## src/rtl/neuro_cmd_sequencer.sv

```systemverilog
// Host command sequencer: parses OPC/LEN/payload frames from the UART byte stream,
// fills the weight/input buffers, launches MAC runs and publishes clamped results.
module neuro_cmd_sequencer #(
  parameter int DEPTH   = 16,
  parameter int AW      = 4,
  parameter int ACC_W   = 20,
  parameter int TIMEOUT = 50000
) (
  input  logic             i_clk,
  input  logic             i_reset_n,
  input  logic             i_rx_valid,
  input  logic [7:0]       i_rx_data,
  input  logic             i_rx_error,
  input  logic             i_mac_done,
  input  logic [ACC_W-1:0] i_mac_result,
  output logic             o_buf_we,
  output logic             o_buf_sel,
  output logic [AW-1:0]    o_buf_addr,
  output logic [7:0]       o_buf_wdata,
  output logic             o_mac_start,
  output logic [AW:0]      o_mac_len,
  output logic [7:0]       o_res_data,
  output logic             o_res_valid,
  output logic [7:0]       o_status
);

  localparam int TW = $clog2(TIMEOUT);
  localparam logic [7:0] OPC_W = 8'h57;
  localparam logic [7:0] OPC_I = 8'h49;
  localparam logic [7:0] OPC_R = 8'h52;

  typedef enum logic [2:0] {
    S_IDLE = 3'd0,
    S_LEN  = 3'd1,
    S_DATA = 3'd2,
    S_RUN  = 3'd3,
    S_WAIT = 3'd4
  } state_t;

  state_t          r_state;
  logic            r_sel_in;
  logic            r_is_run;
  logic [AW:0]     r_len;
  logic [AW-1:0]   r_idx;
  logic [TW-1:0]   r_tmo;
  logic [3:0]      r_err;
  logic            r_buf_we;
  logic            r_buf_sel;
  logic [AW-1:0]   r_buf_addr;
  logic [7:0]      r_buf_wdata;
  logic            r_mac_start;
  logic [AW:0]     r_mac_len;
  logic [7:0]      r_res_data;
  logic            r_res_valid;

  logic            w_is_opc;
  logic            w_len_ok;
  logic            w_last;
  logic            w_tmo_hit;
  logic [7:0]      w_clamp;

  always_comb begin
    w_is_opc  = (i_rx_data == OPC_W) || (i_rx_data == OPC_I) || (i_rx_data == OPC_R);
    w_len_ok  = (i_rx_data != 8'd0) && (i_rx_data <= 8'(DEPTH));
    w_last    = ({1'b0, r_idx} == (r_len - (AW+1)'(1)));
    w_tmo_hit = (r_tmo == TW'(TIMEOUT - 1));
    // Negative results saturate to 0, anything above 255 to 255.
    if (i_mac_result[ACC_W-1])
      w_clamp = 8'd0;
    else if (|i_mac_result[ACC_W-2:8])
      w_clamp = 8'hFF;
    else
      w_clamp = i_mac_result[7:0];
  end

  always_ff @(posedge i_clk) begin
    if (!i_reset_n) begin
      r_state     <= S_IDLE;
      r_sel_in    <= 1'b0;
      r_is_run    <= 1'b0;
      r_len       <= '0;
      r_idx       <= '0;
      r_tmo       <= '0;
      r_err       <= 4'd0;
      r_buf_we    <= 1'b0;
      r_buf_sel   <= 1'b0;
      r_buf_addr  <= '0;
      r_buf_wdata <= 8'd0;
      r_mac_start <= 1'b0;
      r_mac_len   <= '0;
      r_res_data  <= 8'd0;
      r_res_valid <= 1'b0;
    end else begin
      r_buf_we    <= 1'b0;
      r_mac_start <= 1'b0;
      r_res_valid <= 1'b0;
      // A framing error overrides any byte delivered in the same cycle.
      if (i_rx_error) begin
        r_err   <= 4'd4;
        r_state <= S_IDLE;
        r_tmo   <= '0;
      end else begin
        case (r_state)
          S_IDLE: begin
            if (i_rx_valid) begin
              if (w_is_opc) begin
                r_sel_in <= (i_rx_data == OPC_I);
                r_is_run <= (i_rx_data == OPC_R);
                r_tmo    <= '0;
                r_state  <= S_LEN;
              end else begin
                r_err <= 4'd1;
              end
            end
          end
          S_LEN: begin
            if (i_rx_valid) begin
              r_tmo <= '0;
              if (w_len_ok) begin
                r_len   <= i_rx_data[AW:0];
                r_idx   <= '0;
                r_state <= r_is_run ? S_RUN : S_DATA;
              end else begin
                r_err   <= 4'd2;
                r_state <= S_IDLE;
              end
            end else if (w_tmo_hit) begin
              r_err   <= 4'd3;
              r_state <= S_IDLE;
            end else begin
              r_tmo <= r_tmo + TW'(1);
            end
          end
          S_DATA: begin
            if (i_rx_valid) begin
              r_tmo       <= '0;
              r_buf_we    <= 1'b1;
              r_buf_sel   <= r_sel_in;
              r_buf_addr  <= r_idx;
              r_buf_wdata <= i_rx_data;
              r_idx       <= r_idx + AW'(1);
              if (w_last)
                r_state <= S_IDLE;
            end else if (w_tmo_hit) begin
              r_err   <= 4'd3;
              r_state <= S_IDLE;
            end else begin
              r_tmo <= r_tmo + TW'(1);
            end
          end
          S_RUN: begin
            r_mac_start <= 1'b1;
            r_mac_len   <= r_len;
            r_state     <= S_WAIT;
            if (i_rx_valid)
              r_err <= 4'd5;
          end
          S_WAIT: begin
            if (i_rx_valid)
              r_err <= 4'd5;
            if (i_mac_done) begin
              r_res_data  <= w_clamp;
              r_res_valid <= 1'b1;
              r_state     <= S_IDLE;
            end
          end
          default: r_state <= S_IDLE;
        endcase
      end
    end
  end

  assign o_buf_we    = r_buf_we;
  assign o_buf_sel   = r_buf_sel;
  assign o_buf_addr  = r_buf_addr;
  assign o_buf_wdata = r_buf_wdata;
  assign o_mac_start = r_mac_start;
  assign o_mac_len   = r_mac_len;
  assign o_res_data  = r_res_data;
  assign o_res_valid = r_res_valid;
  assign o_status    = {r_err, (r_state != S_IDLE), r_state};

endmodule
```

## config.mk

```make
export PLATFORM = sky130hd
export DESIGN_NAME = neuro_cmd_sequencer
export DESIGN_NICKNAME = d
export VERILOG_FILES = /design/src/rtl/neuro_cmd_sequencer.sv
export SDC_FILE = /design/constraint.sdc
export NUM_CORES = 1
export LEC_CHECK = 0
export ABC_AREA = 1
export CORE_MARGIN = 1
export CORE_UTILIZATION = 46
export CTS_CLUSTER_DIAMETER = 40
export CTS_CLUSTER_SIZE = 28
export DETAILED_ROUTE_END_ITERATION = 8
export PLACE_DENSITY_LB_ADDON = 0.25
export SKIP_CTS_REPAIR_TIMING = 1
export SYNTH_ARGS = -nofsm -noshare
export SYNTH_HDL_FRONTEND = slang
export SYNTH_SLANG_ARGS = --single-unit
```

## constraint.sdc

```tcl
create_clock -name i_clk -period 1.7 [get_ports i_clk]
set_clock_uncertainty 0.1 [all_clocks]
set_input_delay 0.34 -clock i_clk [delete_from_list [all_inputs] [get_ports i_clk]]
set_output_delay 0.34 -clock i_clk [all_outputs]
set_load 0.03 [all_outputs]
```

## Word level (Yosys, flattened, before mapping)

Cells that the tools add are included.

| cells by class | value |
|---|---|
| add/subtract/negate cells | 3 |
| multiply operators | 0 |
| reduce and logical (&&, ||, !) cells | 26 |
| magnitude comparators | 1 |
| bitwise gates (word level) | 4 |
| muxes and demuxes | 33 |
| equality and inequality tests | 26 |
| shift-type cells | 0 |
| div/mod/pow operators | 0 |

Operators by type and width:

| cell | count |
|---|---|
| 2-to-1 mux 16 bit | 4 |
| 2-to-1 mux 4 bit | 10 |
| one-hot mux 16 bit (2 select lines) | 1 |
| == test 8 x 7 -> 1 bit (second input constant) | 3 |
| 2-to-1 mux 3 bit | 8 |
| inequality test 3 bit (second input constant) | 6 |
| adder 16 x 1 -> 16 bit (second input constant) | 1 |
| == test 16 bit (second input constant) | 1 |
| 2-to-1 mux 8 bit | 2 |
| inequality test 2 bit (second input constant) | 8 |
| one-hot mux 4 bit (4 select lines) | 1 |
| AND reduction 4 bit | 4 |
| one-hot mux 3 bit (5 select lines) | 1 |
| AND reduction 6 bit | 2 |
| OR reduction 11 bit | 1 |
| less-or-equal comparator 8 x 5 -> 1 bit (second input constant) | 1 |
| one-hot mux 4 bit (2 select lines) | 1 |
| nonzero test 8 bit | 1 |
| == test 3 x 2 -> 1 bit (second input constant) | 2 |
| AND reduction 3 bit | 2 |
| OR reduction 2 bit | 3 |
| OR reduction 3 bit | 2 |
| == test 4 x 5 -> 1 bit | 1 |
| AND reduction 5 bit | 1 |
| other kinds (18) | 26 |

| word-level totals | value |
|---|---|
| RAM bits | 0 |
| bits of input ports | 33 |
| bits in registers | 63 |
| bits in read-only memories | 0 |
| bits in latches | 0 |
| logic and storage cells | 109 |
| memories kept | 0 |

## Logic depth before layout (Yosys ltp)

| depth | value |
|---|---|
| depth in word-level cells | 7 |
| gate-level depth with buffers | 11 |
| gate-level depth less buffers | 11 |

## Worst setup path after synthesis

No wires, ideal clock.

| timing | value |
|---|---|
| path type | register to register |
| start point | register r_state[2] |
| end point | register r_tmo[10] |
| stages on the path, launching flop included | 10 |
| setup slack | 3 ps |
| required time | 1534 ps |
| arrival | 1531 ps |
| library setup time | 66 ps |
| buffers on the path | 1 |
| cell sequence | dfxtp_1 inv_2 nand3_1 nand2_2 o21ai_2 nand2_2 nand2_4 buf_12 nand2_2 a21oi_2 |

| between the ends | value |
|---|---|
| cells in the longest elaborated chain, start to end | 4 |
| elaborated cells between the ends (all ways) | 10 |

RTL lines:

| element | line | RTL |
|---|---|---|
| start, declared | 40 | `state_t r_state;` |
| start signal, assigned | 122 | `r_state <= r_is_run ? S_RUN : S_DATA;` |
| == test 3 x 2 -> 1 bit or == test 3 x 1 -> 1 bit (tied branches) | 103 | `case (r_state)` |
| OR reduction 2 bit (no line) | n/a |  |
| inequality test 3 bit (no line) or nonzero test 2 bit (tied branches) | n/a |  |
| AND reduction 4 bit (no line) | n/a |  |
| end signal, assigned | 131 | `r_tmo <= r_tmo + TW'(1);` |
| end signal, assigned | 148 | `r_tmo <= r_tmo + TW'(1);` |
| end, declared | 45 | `logic [TW-1:0] r_tmo;` |

Parallel ways exist; a longest one is shown, timed or not.
A chain may end at the register's enable or synchronous reset.

## Final worst setup path

| timing | value |
|---|---|
| start point | register r_state[0] |
| end point | output port o_status[3] |

| between the ends | value |
|---|---|
| cells in the longest elaborated chain, start to end | 1 |

RTL lines:

| element | line | RTL |
|---|---|---|
| nonzero test 3 bit | 181 | `assign o_status = {r_err, (r_state != S_IDLE), r_state};` |
| end, declared | 24 | `output logic [7:0] o_status` |

Every way passes these cells.

==> qor.yml <==
setup_path:
  r2r_slack_ns: 0.02
  r2r_cells: 8
  crit_required_ns: 1.26
  critPathArrivalTime_ns: 1.42
  worstSetupStartpointType: "register"
  critPathMaxFanout: 4
  endpoint_kind: "output pin"
  r2r_end: "r_tmo[1]"
  worstSetupPathType: "reg2out"
  r2r-start: "r_state[0]"
synth:
  syn_area_sq_mm: 0.003327
  synth_seq_cells: 63
  yosys-top-cells-area: "dfxtp_1, nand2_1, a21oi_1"
  synth_ff_type: "dfxtp_1"
  synth_fp_nets: 516
  synthArstFlopShare_pct: 0
  seq_area_frac_synth_pct: 37.91
  yosysTopAreaCell: "dfxtp_1"
  yosysWarnings: 0
  ys_types: 38
  syn_inst: 480
  synth_area_per_cell_sq_um: 6.931
  synth_edf_count: 0
  yosysTopAreaCellShare_pct: 37.91
floorplan:
  num_rows: 30
  die_w_microns: 87.05
  die_area_sq_mm: 0.007577
  die_h_microns: 87.05
  io_pins: 70
  start_util_pct: 48.17
  core_area_sq_mm: 0.006907
detailed_routing:
  wl_per_cell_microns: 13.85
  drt_iter0_drc: 220
  wl_microns: 9792
  via_per_inst: 5.250
  antenna_violating_nets_post_route: 0
  drc: 0
  vias: 3712
  dr.pass1.iters: 5
cts:
  tritoncts: "built"
  cts_root_buffer: "clkbuf_8"
  cts_buffers: 9
  htree_num_levels: 3
  clock-sinks: 63
  clk_pin_slew_worst_paths_ns: 0.08
  clkLatencyLatePin_ns: 0.35
  clockBufferDepth: 2
sta:
  setup_viol: 1
  slew_violations: 0
  hold_viol_final: 0
  slew_headroom_pct: 76.29
  finalWorstSetupSlack_ns: -0.1614
  fmax_mhz: 537.2
  worst_pin_slew_ns: 0.3551
  fin_crit_ns: 1.861
  setup_tns_ns: -0.1614
  holdWs_ns: 0.2225
  rsz0062_at_grt: "true"
  fin_crit_sh_pct: 109.5
layout:
  design_area_sq_mm: 0.005025
  drive_gt1_share_pct: 26.51
  syn_to_final_growth_pct: 51.03
  nFillCells: 544
  diodes: 0
  num-nets-final: 642
run_status:
  outcome: "complete, but fails checks"
  violations: "setup timing"
min_path:
  hp-class: "in2reg"
  hold_depth: 3
  min_to: "o_buf_wdata[2]"
  worstHoldStart: "i_rx_data[2]"
job:
  cap_violations: 0
placed_design:
  gp_congestion: 0.8958
  dpl_cell_area_sq_mm: 0.004482
  dp_hpwl_microns: 6757
  port-buffer-count: 69
power:
  p_leak_nw: 2.661
  power.density_mw_per_mm2: 595.2
  power_w: 0.002991
  peakVddDrop_v: 0.0005729
grt:
  grt_max_degree: 24
  antenna_found_initial: 0
  grt-ovfl-total: 0
  grt_pass1_wl_microns: 15260
  track_usage_pct: 25.71
  grt_pass1_vias: 3317
[worst max-delay path: stages, from the launching register on]
cell,delay [ns]
dfxtp_2,0.35
inv_2,0.12
nand2_1,0.15
nor2_4,0.20
inv_1,0.09
buf_4,0.17
[metrics by stage]
| step | instances | setup slack (ns) | utilization, % |
|---|---|---|---|
| final | 707 | -0.1614 | 72.75 |
| after global routing | 707 | -0.2062 | 72.75 |
| after CTS | 704 | -0.2770 | 67.63 |
| after detailed placement | 688 | -0.4501 | 64.89 |
| after global placement | 688 | -0.3872 | 64.89 |
| after floorplan | 480 | 0.002710 | - |
[flip-flops by register name, summed over array words and instances (netlist names), 3 cells and up]
| signal | flops |
|---|---|
| o_buf_addr | 4 |
| o_buf_wdata | 8 |
| o_mac_len | 5 |
| o_res_data | 8 |
| r_err | 4 |
| r_idx | 4 |
| r_len | 5 |
| r_state | 3 |
| r_tmo | 16 |
[cell families (layout without fill, tap and decap cells)]
| family | Yosys count | after routing | share of synthesized area (%) |
|---|---|---|---|
| buf+inv | 68 | 198 | 9.176 |
| fa+ha+maj | 3 | 3 | 1.128 |
| xor+xnor | 7 | 7 | 1.843 |
| flops | 63 | 63 | 37.91 |
| compound gates | 90 | 90 | 15.49 |
| simple gates | 249 | 250 | 34.45 |
[layout make-up]
type / instances / area (sq um) / area share [%]
Clock buffer: 10 / 127.6 / 2.540
Clock inverter: 6 / 61.31 / 1.220
Inverter: 55 / 216.5 / 4.308
Multi-Input combinational cell: 350 / 1952 / 38.84
Sequential cell: 63 / 1276 / 25.40
Tap cell: 96 / 120.1 / 2.390
Timing Repair Buffer: 127 / 1271 / 25.30
[cells in the final DEF (no fill, tap or decap), drive strengths merged]
master / instances
or2: 6
clkinvlp: 1
buf: 59
a31oi: 1
nor4: 4
ha: 3
nand4: 17
nand3b: 1
a21boi: 1
xor2: 5
nand3: 32
a21oi: 53
o21ai: 27
clkinv: 5
inv: 54
dfxtp: 63
o21bai: 8
nor3b: 1
clkdlybuf4s50: 25
xnor2: 2
dlymetal6s2s: 43
clkbuf: 10
and2: 1
nor2: 59
nor3: 9
bufinv: 1
nand2: 120
[where the power goes]
group / internal [W] / leakage [nW] / switching (W) / total, W
combinational: 0.000120 / 2.05 / 0.000113 / 0.000234
clock: 0.000672 / 0.0960 / 0.000609 / 0.00128
sequential: 0.00147 / 0.512 / 0.00000191 / 0.00148
total: 0.00227 / 2.66 / 0.000724 / 0.00299
[Yosys cell counts, types with 2 or more instances]
cell,count
nor3_1,8
or2_2,5
buf_1,2
a21oi_2,10
nand3_2,3
nor2_2,2
nand2_2,13
dfxtp_1,63
nor4_1,2
a21oi_1,43
nand2_1,105
clkbuf_1,2
nand3_1,29
nor2_1,57
nor4_2,2
buf_6,3
buf_4,2
o21bai_1,8
xor2_1,5
xnor2_1,2
inv_1,45
inv_2,9
nand4_1,17
buf_2,3
o21ai_0,25
ha_1,3
[how the worst max path moves through the flow]
stage	startpoint	to	slack, ns
detailed placement	i_rx_data[0]	r_tmo[4]	-0.45
global placement	i_rx_data[0]	r_tmo[15]	-0.39
CTS	r_state[1]	o_status[1]	-0.28
floorplan	r_state[2]	r_tmo[10]	0.003
finish	r_state[0]	o_status[3]	-0.16
global route	r_state[0]	o_status[3]	-0.21
[per-layer routing]
layer / GRT usage, % / vias up / wire (microns)
met5: 0 / - / 0
met4: 8.636 / 0 / 81
met3: 6.351 / 11 / 760
met2: 39.01 / 156 / 4468
met1: 35.54 / 1720 / 4482
li1: - / 1825 / -
Power figures use the tool's default switching activity.
